===== src/rtl/ram_port_pkg.sv =====
// Shared definitions for the ISA-side RAM port units: handshake state encoding,
// bus widths and the wait-counter width that bounds LATENCY (1..15).
package ram_port_pkg;

    localparam int unsigned LAT_W   = 4;
    localparam int unsigned DATA_W  = 32;
    localparam int unsigned XADDR_W = 64;

    typedef enum logic [2:0] {
        ST_IDLE   = 3'd0,
        ST_ACK    = 3'd1,
        ST_ACCESS = 3'd2,
        ST_WAIT   = 3'd3,
        ST_DONE   = 3'd4
    } ram_state_e;

    // True when any address bit above the memory's word-address range is set.
    function automatic logic addr_out_of_range(input logic [XADDR_W-1:0] addr,
                                               input int unsigned        width);
        logic hi_set;
        hi_set = ((addr >> width) != {XADDR_W{1'b0}});
        return (width < XADDR_W) && hi_set;
    endfunction

endpackage


===== src/rtl/ram_port.sv =====
// Four-phase txs/txe handshake from the ISA unit to a fixed-latency memory: one mem_en per request,
// completion LATENCY+1 cycles after mem_en; the ISA unit is held off (txe low) until the access is done.
module ram_port
    import ram_port_pkg::*;
#(
    parameter int unsigned ADDR_WIDTH = 16,
    parameter int unsigned LATENCY    = 2
) (
    input  logic                  clk,
    input  logic                  rst_n,
    input  logic                  ram_txs,
    input  logic                  ram_we,
    input  logic [XADDR_W-1:0]    ram_addr,
    input  logic [DATA_W-1:0]     ram_wd,
    output logic                  ram_txe,
    output logic [DATA_W-1:0]     ram_rd,
    output logic                  mem_en,
    output logic                  mem_we,
    output logic [ADDR_WIDTH-1:0] mem_addr,
    output logic [DATA_W-1:0]     mem_wd,
    input  logic [DATA_W-1:0]     mem_rd,
    output logic                  ram_oob
);

    localparam logic [LAT_W-1:0] LAT_VAL = LAT_W'(LATENCY);
    localparam logic [LAT_W-1:0] CNT_ONE = LAT_W'(1);

    ram_state_e            state_q,    state_d;
    logic [LAT_W-1:0]      cnt_q,      cnt_d;
    logic                  req_we_q,   req_we_d;
    logic                  req_oob_q,  req_oob_d;
    logic                  ram_txe_q,  ram_txe_d;
    logic [DATA_W-1:0]     ram_rd_q,   ram_rd_d;
    logic                  mem_en_q,   mem_en_d;
    logic                  mem_we_q,   mem_we_d;
    logic [ADDR_WIDTH-1:0] mem_addr_q, mem_addr_d;
    logic [DATA_W-1:0]     mem_wd_q,   mem_wd_d;
    logic                  ram_oob_q,  ram_oob_d;
    logic                  req_is_oob;

    assign req_is_oob = addr_out_of_range(ram_addr, ADDR_WIDTH);

    always_comb begin
        state_d    = state_q;
        cnt_d      = cnt_q;
        req_we_d   = req_we_q;
        req_oob_d  = req_oob_q;
        ram_rd_d   = ram_rd_q;
        mem_en_d   = 1'b0;
        mem_we_d   = 1'b0;
        mem_addr_d = mem_addr_q;
        mem_wd_d   = mem_wd_q;
        ram_oob_d  = 1'b0;

        unique case (state_q)
            ST_IDLE: begin
                if (!ram_txs) begin
                    state_d = ST_ACK;
                end
            end
            // Request fields are captured only on the txs release edge; the
            // ACCESS-cycle memory strobes are registered from that same edge.
            ST_ACK: begin
                if (ram_txs) begin
                    state_d    = ST_ACCESS;
                    req_we_d   = ram_we;
                    req_oob_d  = req_is_oob;
                    mem_addr_d = ram_addr[ADDR_WIDTH-1:0];
                    mem_wd_d   = ram_wd;
                    mem_en_d   = !req_is_oob;
                    mem_we_d   = ram_we && !req_is_oob;
                    ram_oob_d  = req_is_oob;
                end
            end
            ST_ACCESS: begin
                state_d = ST_WAIT;
                cnt_d   = LAT_VAL;
            end
            ST_WAIT: begin
                cnt_d = cnt_q - CNT_ONE;
                if (cnt_q <= CNT_ONE) begin
                    state_d = ST_DONE;
                    cnt_d   = '0;
                    if (!req_we_q) begin
                        ram_rd_d = req_oob_q ? '0 : mem_rd;
                    end
                end
            end
            ST_DONE: begin
                state_d = ST_IDLE;
            end
            default: begin
                state_d = ST_IDLE;
            end
        endcase

        ram_txe_d = (state_d == ST_IDLE) || (state_d == ST_DONE);
    end

    always_ff @(posedge clk or negedge rst_n) begin
        if (!rst_n) begin
            state_q    <= ST_IDLE;
            cnt_q      <= '0;
            req_we_q   <= 1'b0;
            req_oob_q  <= 1'b0;
            ram_txe_q  <= 1'b1;
            ram_rd_q   <= '0;
            mem_en_q   <= 1'b0;
            mem_we_q   <= 1'b0;
            mem_addr_q <= '0;
            mem_wd_q   <= '0;
            ram_oob_q  <= 1'b0;
        end else begin
            state_q    <= state_d;
            cnt_q      <= cnt_d;
            req_we_q   <= req_we_d;
            req_oob_q  <= req_oob_d;
            ram_txe_q  <= ram_txe_d;
            ram_rd_q   <= ram_rd_d;
            mem_en_q   <= mem_en_d;
            mem_we_q   <= mem_we_d;
            mem_addr_q <= mem_addr_d;
            mem_wd_q   <= mem_wd_d;
            ram_oob_q  <= ram_oob_d;
        end
    end

    assign ram_txe  = ram_txe_q;
    assign ram_rd   = ram_rd_q;
    assign mem_en   = mem_en_q;
    assign mem_we   = mem_we_q;
    assign mem_addr = mem_addr_q;
    assign mem_wd   = mem_wd_q;
    assign ram_oob  = ram_oob_q;

endmodule

===== config.mk =====
export PLATFORM = sky130hd
export DESIGN_NAME = ram_port
export DESIGN_NICKNAME = d
export VERILOG_FILES = /design/src/rtl/ram_port_pkg.sv /design/src/rtl/ram_port.sv
export SDC_FILE = /design/constraint.sdc
export NUM_CORES = 1
export LEC_CHECK = 0
export ABC_CLOCK_PERIOD_IN_PS = 5840
export CAP_MARGIN = 25
export CORE_UTILIZATION = 43
export CTS_BUF_LIST = sky130_fd_sc_hd__clkbuf_8
export CTS_CLUSTER_DIAMETER = 30
export CTS_CLUSTER_SIZE = 20
export DETAILED_ROUTE_END_ITERATION = 10
export PLACE_DENSITY = 0.95
export SLEW_MARGIN = 20
export SYNTH_ARGS = -nofsm -noshare
export SYNTH_HDL_FRONTEND = slang
export SYNTH_SLANG_ARGS = --single-unit

===== constraint.sdc =====
create_clock -name clk -period 5.84 [get_ports clk]
set_clock_uncertainty 0.15 [all_clocks]
set_input_delay 0.584 -clock clk [delete_from_list [all_inputs] [get_ports clk]]
set_output_delay 0.584 -clock clk [all_outputs]
set_load 0.02 [all_outputs]

# Word-level counts from Yosys, hierarchy flattened
# Cells that the tools add are included.
[word_totals]
output_inout_bits = 84
reg_bits = 93
inputBits = 132
wordCells = 40
[classes]
n_bitwise = 1
addsub = 1
n_reduce_logical = 9
n_lt_le_gt_ge = 1
n_eq_ne = 4
n_mux = 13
[op_table]
columns = ["cell", "count"]
rows = [
  ["nonzero test 64 bit", 1],
  ["two-way mux 32 bit", 1],
  ["case mux 3 bit (4 select lines)", 1],
  ["two-way mux 3 bit", 3],
  ["case mux 4 bit (2 select lines)", 1],
  ["== test 3 x 2 -> 1 bit, second input constant", 2],
  ["logical NOT 3 bit", 2],
  ["two-way mux 1 bit", 6],
  ["less-or-equal comparator 4 x 1 -> 1 bit, second input constant", 1],
  ["two-way mux 4 bit", 1],
  ["subtractor 4 x 1 -> 4 bit, second input constant", 1],
  ["== test 3 x 1 -> 1 bit, second input constant", 1],
  ["== test 3 bit, second input constant", 1],
  ["AND reduction 3 bit", 1],
  ["AND reduction 2 bit", 1],
  ["nonzero test 2 bit", 1],
  ["logical AND 1 bit", 1],
  ["logical NOT 1 bit", 1],
  ["logical OR 1 bit", 1],
  ["NOT 1 bit", 1],
]

# Longest topological paths before layout
[depth]
word_depth = 5
depth_mapped = 7
mapped_depth_nobuf = 6

# Worst setup path before layout
# Ideal clock, no wire load.
[synth_timing]
path_type = "reg-to-reg"
startpoint = "reg cnt_q[0]"
endpoint = "reg ram_rd_q[10], in the netlist ram_rd[10]"
arrival_time_ps = 1927
synth_period_minus_slack_ps = 2202
n_path_buf = 1
path_stages_with_launch = 8
required_time_ps = 5565
setup_time_ps = 125
path_slack_ps = 3638
path_cell_list = "dfrtp_1 > inv_1 > ha_1 > nor2_1 > or4b_4 > nor3_4 > buf_6 > mux2_2"
[synth_via]
elab_chain_len = 2
[synth_lines]
columns = ["element", "line_no", "text"]
rows = [
  ["start, declared", "ram_port.sv:29", "logic [LAT_W-1:0] cnt_q, cnt_d;"],
  ["start signal, assigned", "ram_port.sv:115", "cnt_q <= cnt_d;"],
  ["less-or-equal comparator 4 x 1 -> 1 bit", "ram_port.sv:81", "if (cnt_q <= CNT_ONE) begin"],
  ["AND reduction 3 bit (no source line)", "--", ""],
  ["end signal, assigned", "ram_port.sv:119", "ram_rd_q <= ram_rd_d;"],
  ["end, declared", "ram_port.sv:33", "logic [DATA_W-1:0] ram_rd_q, ram_rd_d;"],
]
# No other way between the ends.
# A chain may end at the register's enable or synchronous reset.

# Final worst setup path
[layout_timing]
startpoint = "reg cnt_q[0]"
endpoint = "reg ram_rd_q[26], in the netlist ram_rd[26]"
# The elaborated chain is that of the path after synthesis.

==> run_results.csv <==
group,metric,value,unit
status,run_status,"finished, final reports clean",
cells_and_area,area_delta_synth_final,64.18,%
synthesis,ys_types,28,
synthesis,synth_xor_area_share,0,%
cells_and_area,final_cell_mix,"214 x clkdlybuf4s50_1, 91 x dfrtp_1, 80 x mux2_2",
cells_and_area,final_net_count,620,
hold_path,hp-class,"input port to async pin",
pwr,p_switching,1.021,mW
sta,relSlewSlack,45.66,%
pwr,vdd_drop_max,0.3260,mV
route,vias,2979,
cts,cts_resized,0,
cts,hold_buffers,0,
global_route,grt_pass1_vias,3144,
synthesis,ys_seq_area_share,60.66,%
sta,worst_pin_slew,0.8048,ns
cells_and_area,diodes,0,
synthesis,synthSimpleGateAreaFrac,11.08,%
setup_path,critPathTopFamily,"simple AND/OR/NAND/NOR gates",
floorplan,die-area,9309,um^2
global_route,antenna_found_initial,0,
floorplan,coreArea,8678,um^2
synthesis,muxShareOfSynthArea,23.76,%
placed_design,hpwl,7499,um
synthesis,synth_area,3839,um^2
pwr,p_int,1.898,mW
setup_path,cp_max_fo,32,
pwr,comb_power_share,48.5,%
synthesis,synthAdderAreaFrac,0.6519,%
global_route,grt_max_degree,57,
synthesis,synthTopCellsByArea,"dfrtp_1 60%, mux2_2 23%, nor2b_1 5.7%, nor4_1 2.0%, buf_6 0.88%",
global_route,grt_pass1_wl,15110,um
cells_and_area,final_common_cell,"clkdlybuf4s50_1",
floorplan,row_count,34,
pwr,p_seq_share,36.7,%
global_route,grt.total_usage,21.50,%
setup_path,critPathKind,"flip-flop to flip-flop",
cts,clock_sinks,93,
floorplan,start_util,44.23,%
setup_path,crit_buf_inv,2,
route,routed_wl,9991,um
sta,finalSetupTns,0,ns
route,vias_per_cell,4.973,
pwr,pwr-share-clk,14.7,%
synthesis,synth_top_family_by_area,"multiplexers",
pwr,power_density,463.1,nW/um^2
route,drtIter0Drc,47,
floorplan,die_w,96.49,um
cts,clock_latency,0.34,ns
global_route,overflow,0,
synthesis,yosysWarnings,0,
synthesis,avgSynthCellArea,14.27,um^2
sta,final_hold_viol_count,0,
flow_run,max-cap-violations,0,
synthesis,synthCells,269,
sta,timing.final.crit_period,2.517,ns
synthesis,synth.largest_area_cell,"dfrtp_1",
cells_and_area,drive_gt1_share,21.18,%
setup_path,worstPathArrival,2.58,ns
route,remaining_drc_errors,0,
setup_path,cp-end-kind,"flip-flop",
cts,path_clk_slew,0.10,ns
placed_design,place_congestion,0.7854,
pwr,sw_frac_of_total,34.97,%
sta,holdWs,0.04751,ns
route,antenna_left,0,
placed_design,io_buffers,215,
synthesis,synth_top_area_share,59.97,%
floorplan,die_h,96.49,um
sta,drv_slew,0,
cts,ctsRootBufferMaster,"clkbuf_8",
cts,clock_path_buffers,2,
setup_path,worstPathCellList,"inv_1, ha_1, nor2_1, or4b_4, nor3_4, buf_4, mux2_2",
setup_path,cp_slowest_cell,"or4b_4",
route,dr.pass1.iters,4,
setup_path,crit_path_max_incr_delay,0.54,ns
cts,post_cts_buffers,0,
cts,tritoncts,"yes",
sta,max_clock_freq,397.4,MHz
pwr,p_leak,2.620,nW
route,wire_per_inst,16.68,um
sta,finalCritPeriodShare,43.09,%
setup_path,cp_data_required_time,5.91,ns
sta,setup_viol,0,
sta,rsz0062_at_grt,"no",
synthesis,ys_ff_latch,93,
floorplan,ioPinCount,216,
cts,htreeDepth,3,
synthesis,synth_compound_area_share,1.760,%
synthesis,syn-num-nets,403,
setup_path,start_kind,"flip-flop",
cts,numCtsBuffers,9,
==> final cells by class <==
type                    instances  area (um^2)
well taps                     108        135.1
repair buffers                218         2192
multi-input cells             162         1435
fillers                       621         2376
inverters                       2        7.507
flip-flops and latches         93         2330
clock buffers                  10        137.6
clock inverters                 6        65.06
==> cell families after synthesis <==
logic type / Yosys count
multiplexers: 81
flip-flops: 93
AND/OR/NAND/NOR: 69
buffers and inverters: 14
AO/OA/AOI/OAI: 10
adder cells (fa/ha/maj): 2
==> worst paths after layout <==
path	startpoint	endpoint	slack [ns]	cells after the start
max in group asynchronous	rst_n	cnt_q[1]$_DFFE_PN0P_	4.84	2
max	cnt_q[0]$_DFFE_PN0P_	ram_rd[26]$_DFFE_PN0P_	3.32	7
max reg2reg	cnt_q[0]$_DFFE_PN0P_	ram_rd[26]$_DFFE_PN0P_	3.32	7
min	rst_n	ram_rd[31]$_DFFE_PN0P_	0.05	1
min in group clk	ram_rd[7]$_DFFE_PN0P_	ram_rd[7]$_DFFE_PN0P_	0.35	1
min reg2reg	ram_rd[7]$_DFFE_PN0P_	ram_rd[7]$_DFFE_PN0P_	0.35	1
==> flip-flops by register name (all words and copies together) (netlist names) <==
name,flops
mem_we,1
mem_addr,16
req_oob_q,1
mem_wd,32
ram_oob,1
cnt_q,4
ram_txe,1
ram_rd,32
mem_en,1
state_q,3
req_we_q,1
==> routing by layer <==
layer / vias to the layer above / track usage, % / wire, um
li1: 1384 / - / -
met1: 1465 / 25.73 / 3927
met2: 119 / 36.97 / 5155
met3: 11 / 6.338 / 764
met4: 0 / 7.230 / 143
met5: - / 0 / 0
==> cells in the mapped netlist, drive strengths merged <==
| master | count |
|---|---|
| nand2 | 3 |
| a21o | 1 |
| nor3 | 5 |
| nand2b | 3 |
| or4b | 1 |
| and2 | 1 |
| mux2 | 81 |
| nor2 | 4 |
| nand4 | 3 |
| o2bb2ai | 2 |
| nor4 | 12 |
| a21oi | 1 |
| o21ai | 4 |
| and3 | 1 |
| inv | 2 |
| clkbuf | 4 |
| nand3 | 1 |
| a311oi | 1 |
| nor2b | 35 |
| o311ai | 1 |
| ha | 2 |
| buf | 8 |
| dfstp | 1 |
| dfrtp | 92 |
==> power groups by stage <==
stage               sequential [mW]  combinational (mW)  clock (mW)
floorplan                      1.36               0.442           0
global placement               1.06                1.38           0
detailed placement             1.08                1.42           0
CTS                            1.07                1.43       0.439
global route                   1.11                1.50       0.466
finish                         1.07                1.42       0.431
==> per-stage QoR <==
step | setup slack [ns] | util [%] | cell area [um^2] | power [mW] | std cells
2_1_floorplan | 3.638 | - | 3839 | 1.807 | 269
3_3_place_gp | 3.361 | 69.95 | 6071 | 2.444 | 582
3_5_place_dp | 3.320 | 70.27 | 6098 | 2.504 | 583
4_1_cts | 3.336 | 72.61 | 6301 | 2.943 | 599
5_1_grt | 3.249 | 72.62 | 6302 | 3.077 | 599
6_report | 3.323 | 72.62 | 6302 | 2.919 | 599
Note: power is estimated with default switching activity, not from simulation.
==> RTL change, RTL diff (config.mk and constraints unchanged) <==
Remove the register `ram_oob_q`: a continuous assignment takes its place, so the output `ram_oob` follows one clock earlier.
--- a/src/rtl/ram_port.sv
+++ b/src/rtl/ram_port.sv
@@ -111,3 +111,2 @@
             mem_wd_q   <= '0;
-            ram_oob_q  <= 1'b0;
         end else begin
@@ -123,5 +122,6 @@
             mem_wd_q   <= mem_wd_d;
-            ram_oob_q  <= ram_oob_d;
         end
     end
+
+    assign ram_oob_q = ram_oob_d;
 
Check against the original RTL: not equivalent (a bounded check fails within 4 cycles, from zero or initial values and one cycle with rst_n low).
==> RTL change against the unedited design <==
  * Synthesized area decreased by 0.65%
  * Register-to-register slack got worse by 0.20 ns
  * Synthesized cell count decreased by 0.37%
  * Routed wire length decreased by 4.5%
  * Setup slack got worse by 0.71 ns
  * Sequential cell count decreased by 1
  * Global-route usage decreased by 0.36 points
  * Power increased by 0.65%
  * Cell area increased by 0.14%
  * Largest power group unchanged
==> RTL change: results (changes against the unedited design) <==
Vias in the first global route = 3176 (+1.0%)
Synth top cells by count = dfrtp_1, mux2_2, nor2b_1
Final cell count without fillers = 596 (-0.50%)
Async SR Flop Fraction = 100% (unchanged)
Final Hold Violating Endpoints = 0 (unchanged)
Reg-to-Reg End = ram_rd[3]
Post-synthesis sequential area ratio = 60.4% (-0.26 points)
Worst r2r src = cnt_q[0]
P_seq = 0.00106 W
Largest net degree at the start of global routing = 56 (-1.8%)
Filler cells = 529 (-15%)
Total track usage = 21.1% (-0.36 points)
Routability cong. = 0.718 (-8.6%)
Part of the cycle the worst path needs = 55.2% (+12 points)
Primary FF master, synth = dfrtp_1
Vias per std cell = 4.96 (-0.34%)
Post-synthesis net count = 402 (-0.25%)
Crit-path max FO = 4 (-88%)
CTS buffer count = 9 (unchanged)
H-tree depth = 3 (unchanged)
Skew-Pair Late Insertion Delay = 0.34 ns (about the same)
Clk buf depth = 2 (unchanged)
1st-iter DRT viols = 55 (+17%)
Post-DP HPWL = 7380 um (-1.6%)
Clock transition at the registers of the reported paths = 0.09 ns
First-pass GRT wire length = 14700 um (-2.7%)
Reported clock group power = 0.000467 W (+8.4%)
Syn Area/Cell = 14.2 um2 (-0.28%)
CP top delay family = simple AND/OR/NAND/NOR gates
Setup WS pre-CTS = 2.60 ns (-0.717 ns)
Reg-to-reg slack, setup = 3.12 ns (-0.20 ns)
Arr. time, crit path = 2.49 ns (-0.09 ns)
Slew Limit Fails = 0 (unchanged)
Avg WL per Cell = 16.0 um (-4.0%)
Sequential cell area = 0.00230 mm2 (-1.1%)
Netlist cell types = 28 (unchanged)
Worst-Margin Slew = 0.781 ns (-0.0243 ns)
Setup crit start = ram_addr[42]
Post-Place Cell Area = 0.00607 mm2 (-0.47%)
Synth top area cells = dfrtp_1, mux2_2, nor2b_1
Comb power = 0.00141 W
Crit path to = ram_oob
Maximum VDD drop = 308 uV (-5.6%)
Status = finished, final reports clean
Slowest CP cell = clkdlybuf4s50_1
Ant diodes = 0 (unchanged)
Share of cells above drive strength 1 = 21.2% (unchanged)
Synth Warn # = 0 (unchanged)
Path type of the worst min-delay path = primary input to asynchronous set/reset pin
Leak = 2.63 nW (+0.48%)
Placed cell count = 579 (-0.69%)
Number of port buffers = 215 (unchanged)
NetSw = 0.00101 W (-1.5%)
Total grt overflow = 0 (unchanged)
WHS = 0.0891 ns (+0.0416 ns)
Initial antenna violation count = 0 (unchanged)
Root buf cell = clkbuf_8
First-pass DRT Iterations = 4 (unchanged)
Post-CTS Setup Bufs = 0 (unchanged)
==> RTL change: cell families (layout without fill, tap and decap cells) <==
| family | after synthesis | in the layout | share of synthesized area (%) |
|---|---|---|---|
| AND/OR/NAND/NOR | 69 | 69 | 11.2 |
| adder cells (fa/ha/maj) | 2 | 2 | 0.656 |
| multiplexers | 81 | 81 | 23.9 |
| buffers and inverters | 14 | 237 | 2.10 |
| flip-flops | 92 | 92 | 60.4 |
| AO/OA/AOI/OAI | 10 | 10 | 1.77 |
==> RTL change: layer usage <==
layer / share of wire (%) / track usage (%) / vias to the layer above / wire [um]
met1: 39 / 24.5 / 1428 / 3710
met5: 0 / 0 / - / 0
li1: - / - / 1384 / -
met4: 1.1 / 6.72 / 0 / 107
met2: 51 / 36.9 / 128 / 4890
met3: 8.8 / 6.95 / 14 / 838
==> RTL change: area by class of cell <==
class	instances	share of cell area, %
tap	105	2.08
clock buffer	10	2.18
multi-input combinational	162	22.7
sequential	92	36.5
timing repair buffer	219	35.0
clock inverter	6	1.41
inverter	2	0.119
